**config.mk**
```make
export PLATFORM = sky130hd
export DESIGN_NAME = hazard_stall_unit
export DESIGN_NICKNAME = d
export VERILOG_FILES = /design/src/rtl/hazard_stall_unit_pkg.sv /design/src/rtl/hazard_stall_unit_scoreboard.sv /design/src/rtl/hazard_stall_unit.sv
export SDC_FILE = /design/constraint.sdc
export NUM_CORES = 1
export LEC_CHECK = 0
export CAP_MARGIN = 30
export CORE_MARGIN = 4
export CORE_UTILIZATION = 40
export DETAILED_ROUTE_END_ITERATION = 10
export GPL_ROUTABILITY_DRIVEN = 1
export PLACE_DENSITY_LB_ADDON = 0.05
export SLEW_MARGIN = 5
export SYNTH_ARGS = -nofsm -noshare
export SYNTH_HDL_FRONTEND = slang
export SYNTH_SLANG_ARGS = --single-unit
```
**constraint.sdc**
```tcl
create_clock -name clk -period 1.99 [get_ports clk]
set_input_delay 0.398 -clock clk [delete_from_list [all_inputs] [get_ports clk]]
set_output_delay 0.398 -clock clk [all_outputs]
set_load 0.03 [all_outputs]
```
**src/rtl/hazard_stall_unit_pkg.sv**
```systemverilog
// Shared types and helpers for the issue-side hazard interlock.
package hazard_stall_unit_pkg;

  localparam int REG_W = 5;

  typedef enum logic [0:0] {
    HZ_RUN      = 1'b0,
    HZ_DIV_WAIT = 1'b1
  } hz_state_e;

  // addi x0,x0,0: the instruction a bubbled ID/EX register represents.
  localparam logic [31:0] HZ_NOP_BUBBLE = 32'h0000_0013;

  // True when the instruction in ID really reads register r (x0 never counts).
  function automatic logic src_hit(
    input logic             valid,
    input logic [REG_W-1:0] rs1,
    input logic [REG_W-1:0] rs2,
    input logic             rs1_used,
    input logic             rs2_used,
    input logic [REG_W-1:0] r
  );
    return valid && (r != '0) &&
           ((rs1_used && (rs1 == r)) || (rs2_used && (rs2 == r)));
  endfunction

endpackage

```
**src/rtl/hazard_stall_unit_scoreboard.sv**
```systemverilog
// Single-entry DIV scoreboard: remembers the outstanding divide destination,
// matches it against ID sources, and runs the divider watchdog.
module hz_div_scoreboard
  import hazard_stall_unit_pkg::*;
#(
  parameter int DIV_TIMEOUT = 40,
  parameter int CNT_W       = 6
) (
  input  logic             clk,
  input  logic             rst,
  input  logic             i_load,
  input  logic [REG_W-1:0] i_load_rd,
  input  logic             i_clear,
  input  logic             i_wait,
  input  logic             i_id_valid,
  input  logic [REG_W-1:0] i_id_rs1,
  input  logic [REG_W-1:0] i_id_rs2,
  input  logic             i_id_rs1_used,
  input  logic             i_id_rs2_used,
  output logic             o_pend_v,
  output logic             o_pend_hit,
  output logic             o_div_err
);

  localparam logic [CNT_W-1:0] LP_TIMEOUT = CNT_W'(DIV_TIMEOUT);
  localparam logic [CNT_W-1:0] LP_CNT_MAX = {CNT_W{1'b1}};

  logic [REG_W-1:0] r_pend_rd;
  logic             r_pend_v;
  logic [CNT_W-1:0] r_wd_cnt;
  logic             r_div_err;

  always_ff @(posedge clk) begin
    if (rst) begin
      r_pend_rd <= '0;
      r_pend_v  <= 1'b0;
      r_wd_cnt  <= '0;
      r_div_err <= 1'b0;
    end else begin
      if (i_load) begin
        r_pend_rd <= i_load_rd;
        r_pend_v  <= (i_load_rd != '0);
        r_wd_cnt  <= '0;
      end else if (i_clear) begin
        r_pend_v  <= 1'b0;
      end else if (i_wait && (r_wd_cnt != LP_CNT_MAX)) begin
        r_wd_cnt  <= r_wd_cnt + 1'b1;
      end
      // Sticky until reset: the divider is presumed hung.
      if (i_wait && (r_wd_cnt == LP_TIMEOUT)) begin
        r_div_err <= 1'b1;
      end
    end
  end

  assign o_pend_v   = r_pend_v;
  assign o_pend_hit = r_pend_v &&
                      src_hit(i_id_valid, i_id_rs1, i_id_rs2,
                              i_id_rs1_used, i_id_rs2_used, r_pend_rd);
  assign o_div_err  = r_div_err;

endmodule

```
**src/rtl/hazard_stall_unit.sv**
```systemverilog
// Issue-side interlock covering load-use, outstanding DIV results and
// taken-branch flush; drives the PC/IF-ID hold, ID/EX bubble and IF-ID flush.
module hazard_stall_unit
  import hazard_stall_unit_pkg::*;
#(
  parameter int DIV_TIMEOUT = 40,
  parameter int CNT_W       = 6
) (
  input  logic       clk,
  input  logic       rst,
  input  logic       id_valid,
  input  logic [4:0] id_rs1,
  input  logic [4:0] id_rs2,
  input  logic       id_rs1_used,
  input  logic       id_rs2_used,
  input  logic       id_is_div,
  input  logic [4:0] ex_rd,
  input  logic       ex_mem_read,
  input  logic       ex_is_div,
  input  logic       div_done,
  input  logic       br_taken,
  output logic       stall_if,
  output logic       stall_id,
  output logic       bubble_ex,
  output logic       flush_id,
  output logic       div_busy,
  output logic       div_err
);

  hz_state_e r_state;
  hz_state_e w_state_nxt;

  logic w_sb_clear;
  logic w_sb_wait;
  logic w_pend_v;
  logic w_pend_hit;
  logic w_div_err;
  logic w_load_use;
  logic w_div_hz;

  assign w_sb_wait  = (r_state == HZ_DIV_WAIT);
  // A new DIV in the same cycle as div_done reloads rather than clears.
  assign w_sb_clear = w_sb_wait && div_done && !ex_is_div;

  hz_div_scoreboard #(
    .DIV_TIMEOUT (DIV_TIMEOUT),
    .CNT_W       (CNT_W)
  ) u_div_sb (
    .clk           (clk),
    .rst           (rst),
    .i_load        (ex_is_div),
    .i_load_rd     (ex_rd),
    .i_clear       (w_sb_clear),
    .i_wait        (w_sb_wait),
    .i_id_valid    (id_valid),
    .i_id_rs1      (id_rs1),
    .i_id_rs2      (id_rs2),
    .i_id_rs1_used (id_rs1_used),
    .i_id_rs2_used (id_rs2_used),
    .o_pend_v      (w_pend_v),
    .o_pend_hit    (w_pend_hit),
    .o_div_err     (w_div_err)
  );

  assign w_load_use = ex_mem_read &&
                      src_hit(id_valid, id_rs1, id_rs2, id_rs1_used, id_rs2_used, ex_rd);
  // Only one divider: a second DIV must also wait for the first to retire.
  assign w_div_hz   = w_pend_hit || (w_pend_v && id_valid && id_is_div);

  always_ff @(posedge clk) begin
    if (rst) begin
      r_state <= HZ_RUN;
    end else begin
      r_state <= w_state_nxt;
    end
  end

  always_comb begin
    w_state_nxt = r_state;
    case (r_state)
      HZ_RUN: begin
        if (ex_is_div) w_state_nxt = HZ_DIV_WAIT;
      end
      HZ_DIV_WAIT: begin
        if (!ex_is_div && div_done) w_state_nxt = HZ_RUN;
      end
      default: w_state_nxt = HZ_RUN;
    endcase
  end

  always_comb begin
    stall_if  = 1'b0;
    stall_id  = 1'b0;
    bubble_ex = 1'b0;
    flush_id  = 1'b0;
    div_busy  = 1'b0;
    div_err   = 1'b0;
    if (!rst) begin
      div_busy = w_pend_v;
      div_err  = w_div_err;
      // Flush outranks stall: the wrong-path instruction in ID is discarded anyway.
      if (br_taken) begin
        flush_id  = 1'b1;
        bubble_ex = 1'b1;
      end else if (w_load_use || w_div_hz) begin
        stall_if  = 1'b1;
        stall_id  = 1'b1;
        bubble_ex = 1'b1;
      end
    end
  end

  a_no_div_with_branch : assert property (@(posedge clk) disable iff (rst)
    !(ex_is_div && br_taken));

endmodule

```
==> results, run 1 <==
- The area growth from synthesis to layout is 49.0%.
- The layout filler cell count is 224.
- Registers take 283 µm².
- For this run, the total global-route usage over all layers was measured as 0.153.
- Dividing the detail-routed via count by the number of cells gives 4.90.
- The reported max-cap violation count is 0.
- Internal power comes to 0.000516 W.
- Dividing the final minimum period by the clock period gives 1.16.
- The count of buffers added on input and output ports is 30.
- The synthesized netlist occupies a cell area of 922 µm².
- The standard-cell row count is 17.
- The worst ir drop on vdd is 0.367 mV.
- In the layout the commonest cells are xnor2_1 (21), clkdlybuf4s50_1 (21), buf_4 (18).
- Counting every net in the synthesized netlist gives 135.
- After the last flow step, the layout net total stands at 179.
- The cell count after synthesis came out at 108.
- Entering global routing, the biggest net connects 13 pins.
- The root buffer cell is clkbuf_4.
- Of the total synthesized cell area, the portion taken by full adders, half adders and majority gates is 0.0271.
- The number of clock sinks seen by CTS is 14.
- The share of cell area taken by muxes after synthesis is 0.0543.
- A synthesized cell averages 8.54 µm².
- The final reports fail on setup timing.
- The worst setup slack after layout is -0.314 ns.
- The main flop type after synthesis is dfxtp_1.
- Of the total power, the share spent switching nets is 0.257.
- The number of max-slew violations in the final report is 0.
- The transition time at the pin with the least slew margin is 0.284 ns.
- After synthesis, the netlist uses 28 different library cells.
- The headroom to the max-slew limit is 0.810.
- The number of global-route vias before repair came to 875.
- The TritonCTS clock tree is yes.
- The final number of setup-violating endpoints is 3.
- The number of enable-type register cells in the synthesized netlist is 0.
- The count of hold-fix buffers inserted at cts is 0.
- At the end of routability-driven placement, the weighted congestion stood at 0.836.
- Detailed placement ended at an HPWL of 1.83 mm.
- Of the total synthesized cell area, the portion taken by AND, OR, NAND and NOR gates is 0.274.
- Derived from the worst setup path, the maximum achievable clock frequency is 434 MHz.
- Yosys printed 0 warnings.
- The later-pin clock latency in the skew report is 0.28 ns.
- The total wire length after detailed routing is 2.24 mm.
- The category of the worst setup path launch point is an input port.
- The share of power burned in registers is 0.429.
- Counting flops with an async set or reset pin after synthesis yields a share of 0.
- The multi-input combinational cells in the finished layout cover a total of 622 µm².
- The critical path start-end classification is in -> out.
- The first-pass GRT wire length is 3.80 mm.
- In this run the remaining antenna-violating nets after routing total 0.
- The completed layout was analyzed and its total power is 0.000695 W.
- The final count of hold timing violations is 0.
- In this run the deepest clock path goes through 2 buffers.
- Summed over all cells, the static leakage comes to 0.541 nW.
- The minimum clock period is 2.30 ns.
- The detailed-route DRC error count is 0.
- The die height is 56.0 µm.
- The core region is 2210 µm².
- The flow ran to the end, but the final reports show violations.
- After synthesis, the largest family of logic cells by area is simple AND/OR/NAND/NOR gates.
- The portion of the post-synthesis area used by sequential elements is 0.304.
- Of all nets on the critical path, the largest fanout is 2.
- The part of the power in the clock network is 0.286.
- Summing over every cut layer, the via total after detailed routing is 877.
- Across all hold checks on the routed design, the worst slack comes to 0.560 ns.
- The synthesized-area fraction occupied by xor and xnor cells is 0.237.
- The clock skew is 0.00727 ns.
- The number of iterations in the first detailed-routing pass is 4.
- The average wire per standard cell is 12.5 µm.
- The count of H-tree levels built during CTS is 1.
- The number of diodes is 0.
- The effective utilization at floorplan is 0.417.
- The critical path endpoint category is an output pin.
- The clock-pin slew reported for the worst setup and hold paths after clock tree synthesis is 0.08 ns.
- The floorplan step defined a die boundary enclosing 3140 µm².
- The data required time of the worst path is 1.59 ns.
- The compound-gate portion of the synthesized area was 0.0692.
- The die is 56.0 µm wide.
- The total I/O pin count is 31.
- STA puts the critical path data arrival time at 1.91 ns.
- The power density relative to cell area is 506 nW/µm².
- The tightest min-delay check is of the reg -> reg type.
- In the final layout, the share of cells above drive strength 1 is 0.225.
- For this block, the initial DRC count from the detailed router was 11.
- The number of antenna violations at the first check in global routing is 0.
- Setup repair after global routing could not meet its margin everywhere.
- The total congestion overflow after global routing is 0.
- In this run the power spent charging and discharging nets is 0.000178 W.
- The share of total power dissipated in combinational logic is 0.285.
- Buffers inserted during clock tree synthesis total 3.
- In this run, synthesis produced a sequential element count of 14.
==> power by group through the flow <==
stage	clock network, W	logic [W]	registers, W
finish	0.000199	0.000198	0.000298
global route	0.000221	0.000215	0.000299
CTS	0.000207	0.000201	0.000298
detailed placement	0	0.000198	0.000304
global placement	0	0.000195	0.000304
floorplan	0	0.0000947	0.000306
==> state kept, by name (all words and copies together) (netlist names) <==
signal,cells
u_div_sb.o_pend_v,1
u_div_sb.o_div_err,1
u_div_sb.r_wd_cnt,6
r_state,1
u_div_sb.r_pend_rd,5
==> final cells by class <==
class | instances | area share
flip-flops and latches | 14 | 0.206
well taps | 28 | 0.0255
repair buffers | 43 | 0.281
inverters | 3 | 0.00820
clock buffers | 4 | 0.0264
multi-input cells | 87 | 0.453
==> kinds of logic after synthesis <==
| group | Yosys count |
|---|---|
| buffers and inverters | 7 |
| xor gates and xnor gates | 25 |
| adders and majority gates | 2 |
| muxes | 5 |
| AOI/OAI and AO/OA | 8 |
| DFF | 14 |
| and+or+nand+nor | 47 |
==> worst paths after layout <==
kind	start	endpoint	slack (ns)	cells past startpoint
worst max-delay path	id_rs2[2]	stall_id	-0.31	7
worst min-delay path	r_state$_SDFF_PP0_	r_state$_SDFF_PP0_	0.56	2
worst max register to register	u_div_sb.r_wd_cnt[0]$_SDFFE_PP0P_	u_div_sb.r_wd_cnt[5]$_SDFFE_PP0P_	0.50	6
worst min register to register	r_state$_SDFF_PP0_	r_state$_SDFF_PP0_	0.56	2
==> stage by stage <==
stage               cells  area, µm²   util  setup slack (ns)  TNS [ns]
floorplan             108        926      -            -0.108    -0.138
global route          179       1370  0.621            -0.422     -1.25
finish                179       1370  0.621            -0.314    -0.935
detailed placement    175       1320  0.598            -0.354    -0.980
global placement      175       1320  0.598            -0.289    -0.808
CTS                   179       1370  0.619            -0.323    -0.947
==> metal layers <==
metal  global-route usage  share of wire  vias to the layer above  wire [µm]
li1                     -              -                      453          -
met1                0.175           0.43                      394        959
met2                0.270           0.49                       25       1100
met3               0.0348          0.061                        5        136
met4               0.0610          0.019                        0         43
met5                    0              0                        -          0
==> synth_stat cells, types with 2 or more instances <==
library cell   n  share of area
ha_1           2          0.027
inv_1          3          0.012
nand2_1        9          0.037
nor2b_1        5          0.034
nor3_1         2          0.011
xor2_1         3          0.028
xnor2_1       22           0.21
mux2i_1        5          0.054
nor2_1        16          0.065
a21oi_1        4          0.022
dfxtp_1       14           0.30
nand4_1        7          0.047
==> critical path, cell delays in order <==
cell and delay [ns]:
clkdlybuf4s50_1 0.51, xnor2_1 0.13, nand4_1 0.12, nor3_1 0.27
o311ai_2 0.13, a21oi_2 0.17, buf_4 0.18
==> timing repair <==
action                     CTS  global route
setup endpoints to repair    3             3
buffers inserted             0             0
resized for setup            4             3
pin swaps                    1             3
(Power assumes the default switching activity.)
==> inputs of run 2 (changes only) <==
--- a/config.mk
+++ b/config.mk
@@ -8,6 +8,7 @@
 export CAP_MARGIN = 30
 export CORE_MARGIN = 4
 export CORE_UTILIZATION = 40
+export CTS_CLUSTER_SIZE = 12
 export DETAILED_ROUTE_END_ITERATION = 10
 export GPL_ROUTABILITY_DRIVEN = 1
 export PLACE_DENSITY_LB_ADDON = 0.05
==> results of run 2 <==
The final DEF is identical to that of run 1; final timing and power are the same.
==> inputs of run 3 (changes only) <==
--- a/config.mk
+++ b/config.mk
@@ -6,8 +6,10 @@
 export NUM_CORES = 1
 export LEC_CHECK = 0
 export CAP_MARGIN = 30
+export CELL_PAD_IN_SITES_DETAIL_PLACEMENT = 0
+export CELL_PAD_IN_SITES_GLOBAL_PLACEMENT = 1
 export CORE_MARGIN = 4
-export CORE_UTILIZATION = 40
+export CORE_UTILIZATION = 29
 export CTS_CLUSTER_SIZE = 12
 export DETAILED_ROUTE_END_ITERATION = 10
 export GPL_ROUTABILITY_DRIVEN = 1
==> run 3 against run 2 <==
The flow still finishes with violations (setup timing). Critical path depth shrank 1. Maximum frequency grew 0.11%. Global-route usage down 2.9 points. Core utilization decreased by 16 points. Die area up 32%. Via count shrank 2.6%. Power is 6.0% lower. Count of clock-buffer cells in the layout shrank 1. Clock skew up 0.00058 ns. Non-clock buffer count rose by 1. Largest power group unchanged. Highest routed layer unchanged.
==> results, run 3 (synthesized netlist as in run 1, its figures left out) <==
- The number of clock sinks seen by CTS is 14 (unchanged).
- The critical path goes through or4_4, nor2_4, nor3_2, o311ai_2, nand3b_1, buf_6.
- The power density relative to cell area is 468 nW/µm² (-7.5%).
- The core region area is 3050 µm² (+38%).
- The number of max-slew violations in the final report is 0 (unchanged).
- The worst ir drop on vdd is 0.325 mV (-11%).
- The setup slack of the most critical reg-to-reg path was 0.50 ns (about the same).
- The number of global-route vias before repair was 923 (+5.5%).
- The via count is 854 (-2.6%).
- The average wire per standard cell was 11.8 µm (-5.7%).
- The standard-cell row count was 20 (+3).
- The headroom to the max-slew limit was 0.809 (-0.000961).
- The endpoint identified for the worst register-to-register timing path is u_div_sb.r_wd_cnt[5]$_SDFFE_PP0P_.
- The floorplan die width came to 64.4 µm (+15%).
- The highest cell delay on the worst timing path is 0.55 ns (+0.04 ns).
- The worst-case reg-to-reg path depth is 6 (unchanged).
- The number of flip-flops under the largest register name is 6 (unchanged).
- The checks that failed: setup timing.
- The number of diodes is 0 (unchanged).
- The minimum clock period was 2.30 ns (-0.00252 ns).
- The register with the most flip-flops in the final layout is u_div_sb.r_wd_cnt.
- The number of buffers and inverters on the critical path is 1 (-1).
- The die height is 64.4 µm (+15%).
- The launch point of the critical path is u_div_sb.r_pend_rd[1]$_SDFFE_PP0P_.
- The arrival time reported for the critical path endpoint is 1.90 ns (about the same).
- The overall power after layout is 0.000653 W (-6.0%).
- The data required time of the worst path came to 1.59 ns (about the same).
- The post-layout net count is 180 (+0.56%).
- The sum of negative setup slack came to -0.894 ns (+0.0412 ns).
- The final count of hold timing violations is 0 (unchanged).
- The total wire length after detailed routing came to 2.30 mm (+2.7%).
- The number of iterations in the first detailed-routing pass is 3 (-1).
- The total congestion overflow after global routing is 0 (unchanged).
- The largest fanout on the critical path is 2 (unchanged).
- The number of antenna violations at the first check in global routing is 0 (unchanged).
- The final clock period utilization by the worst path came to 1.16 (-0.00127).
- The worst setup slack after layout is -0.312 ns (+0.00252 ns).
- The detailed-route DRC error count is 0 (unchanged).
- Leaving out fill and tap cells, the most frequent cells in the layout are clkdlybuf4s50_1 (22), xnor2_1 (21), buf_4 (17).
- In this run the worst hold path is classified as reg -> reg.
- The maximum clock frequency came to 434 MHz (+0.11%).
- The remaining antenna violation count is 0 (unchanged).
- The critical path start-end classification is reg -> out.
- The kind of cell adding the most delay to the critical path is simple AND/OR/NAND/NOR gates.
- The reported max-cap violation count is 0 (unchanged).
- The full die area is 4150 µm² (+32%).
- The category of the worst setup path launch point is a flop.
- The number of I/O port buffers is 30 (unchanged).
- The count of H-tree levels built during CTS is 1 (unchanged).
- The count of hold-fix buffers inserted at cts came to 0 (unchanged).
- The first-pass GRT wire length is 4.08 mm (+7.4%).
- The ratio of routed vias to standard cells was 4.38 (-11%).
- The TritonCTS clock tree is yes.
- The clock skew is 0.00785 ns (+0.000578 ns).
- Setup repair after global routing could not meet its margin everywhere.
- The root buffer cell chosen for the clock tree is clkbuf_4.
- The layout filler cell count is 307 (+37%).
- The effective utilization at floorplan was 0.302 (-0.115).
- The register area is 280 µm² (-0.88%).
- The clock-pin slew reported for the worst setup and hold paths after clock tree synthesis is 0.08 ns (about the same).
- The final estimated routing congestion in global placement is 0.751 (-10%).
- The leading cell type in the layout, fill and taps excluded is clkdlybuf4s50_1.
- The maximum number of pins on one net before global-route repair came to 13 (unchanged).
- The area taken by multi-input logic gates is 627 µm² (+0.80%).
- The fraction of layout instances using a drive strength above 1 is 0.219 (-0.00662).
- The total I/O pin count was 31 (unchanged).
- The largest registers in the layout are u_div_sb.r_wd_cnt: 6 flops, u_div_sb.r_pend_rd: 5 flops.
- On the critical path, the stage with the largest delay is an instance of or4_4.
- The number of buffers on the longest clock path is 2 (unchanged).
- The initial detailed-routing violation count is 15 (+4).
- The leakage power total was 0.530 nW (-2.1%).
- The later-pin clock latency in the skew report is 0.28 ns (about the same).
- The transition time at the pin with the least slew margin came to 0.285 ns (+0.00144 ns).
- The instance count along the most critical hold path was 2 (unchanged).
- The detailed-placement wirelength estimate was 1.93 mm (+5.0%).
- STA classifies the critical path endpoint as an output pin.
- The final number of setup-violating endpoints is 3 (unchanged).
- The worst flop-to-flop path startpoint is u_div_sb.r_wd_cnt[0]$_SDFFE_PP0P_.
- The combined global-route utilization of all metal layers came to 0.123 (-0.0295).
- The CTS buffer count is 3 (unchanged).
- The flow ran to the end, but the final reports show violations.
- The most critical setup path has its endpoint at bubble_ex.
- The area growth from synthesis to layout is 51.3%.
- The number of cells on the critical path is 6 (-1).
run 3: worst min path at each step:
stage	from	endpoint	slack, ns
finish	u_div_sb.r_wd_cnt[4]$_SDFFE_PP0P_	u_div_sb.r_wd_cnt[4]$_SDFFE_PP0P_	0.55
global route	u_div_sb.r_wd_cnt[3]$_SDFFE_PP0P_	u_div_sb.o_div_err$_SDFFE_PP0P_	0.60
CTS	u_div_sb.r_wd_cnt[4]$_SDFFE_PP0P_	u_div_sb.r_wd_cnt[4]$_SDFFE_PP0P_	0.56
detailed placement	u_div_sb.r_wd_cnt[4]$_SDFFE_PP0P_	u_div_sb.r_wd_cnt[4]$_SDFFE_PP0P_	0.53
global placement	u_div_sb.r_wd_cnt[4]$_SDFFE_PP0P_	u_div_sb.r_wd_cnt[4]$_SDFFE_PP0P_	0.52
floorplan	u_div_sb.r_wd_cnt[5]$_SDFFE_PP0P_	u_div_sb.r_wd_cnt[5]$_SDFFE_PP0P_	0.50
run 3: what timing repair did:
action                     4_1_cts  5_1_grt
resized for setup                4        3
buffers inserted                 0        0
setup endpoints to repair        3        3
pin swaps                        3        2
run 3: layout make-up:
type,count,area share
clock buffers,3,0.0161
inverters,3,0.00807
well taps,44,0.0395
repair buffers,44,0.286
multi-input cells,87,0.449
flip-flops and latches,14,0.201
run 3: metal layers:
layer / vias up / global-route usage / routed length, µm
met5: - / 0 / 0
met4: 0 / 0.0475 / 36
met3: 4 / 0.0246 / 120
met2: 18 / 0.213 / 1110
met1: 380 / 0.149 / 1030
li1: 452 / - / -
run 3: power by group:
part / internal (W) / switching, W / leakage (nW)
sequential: 0.000290 / 0.00000833 / 0.114
clock: 0.0000701 / 0.0000844 / 0.0138
combinational: 0.000116 / 0.0000840 / 0.401
total: 0.000476 / 0.000177 / 0.530
run 3: stage by stage:
| stage | instances | utilization | instance area [µm²] | hold slack, ns | setup WS, ns |
|---|---|---|---|---|---|
| 3_5_place_dp | 192 | 0.443 | 1350 | 0.531 | -0.339 |
| 2_1_floorplan | 108 | - | 926 | 0.498 | -0.108 |
| 3_3_place_gp | 192 | 0.443 | 1350 | 0.522 | -0.323 |
| 5_1_grt | 195 | 0.457 | 1400 | 0.601 | -0.459 |
| 4_1_cts | 195 | 0.452 | 1380 | 0.556 | -0.339 |
| 6_report | 195 | 0.457 | 1400 | 0.551 | -0.312 |
run 3: worst min-delay path, delay by kind of cell, from the launching register on:
family / cells / cell delay [ns]
XOR/XNOR: 1 / 0.08
flip-flops: 1 / 0.37
AND/OR/NAND/NOR: 1 / 0.07
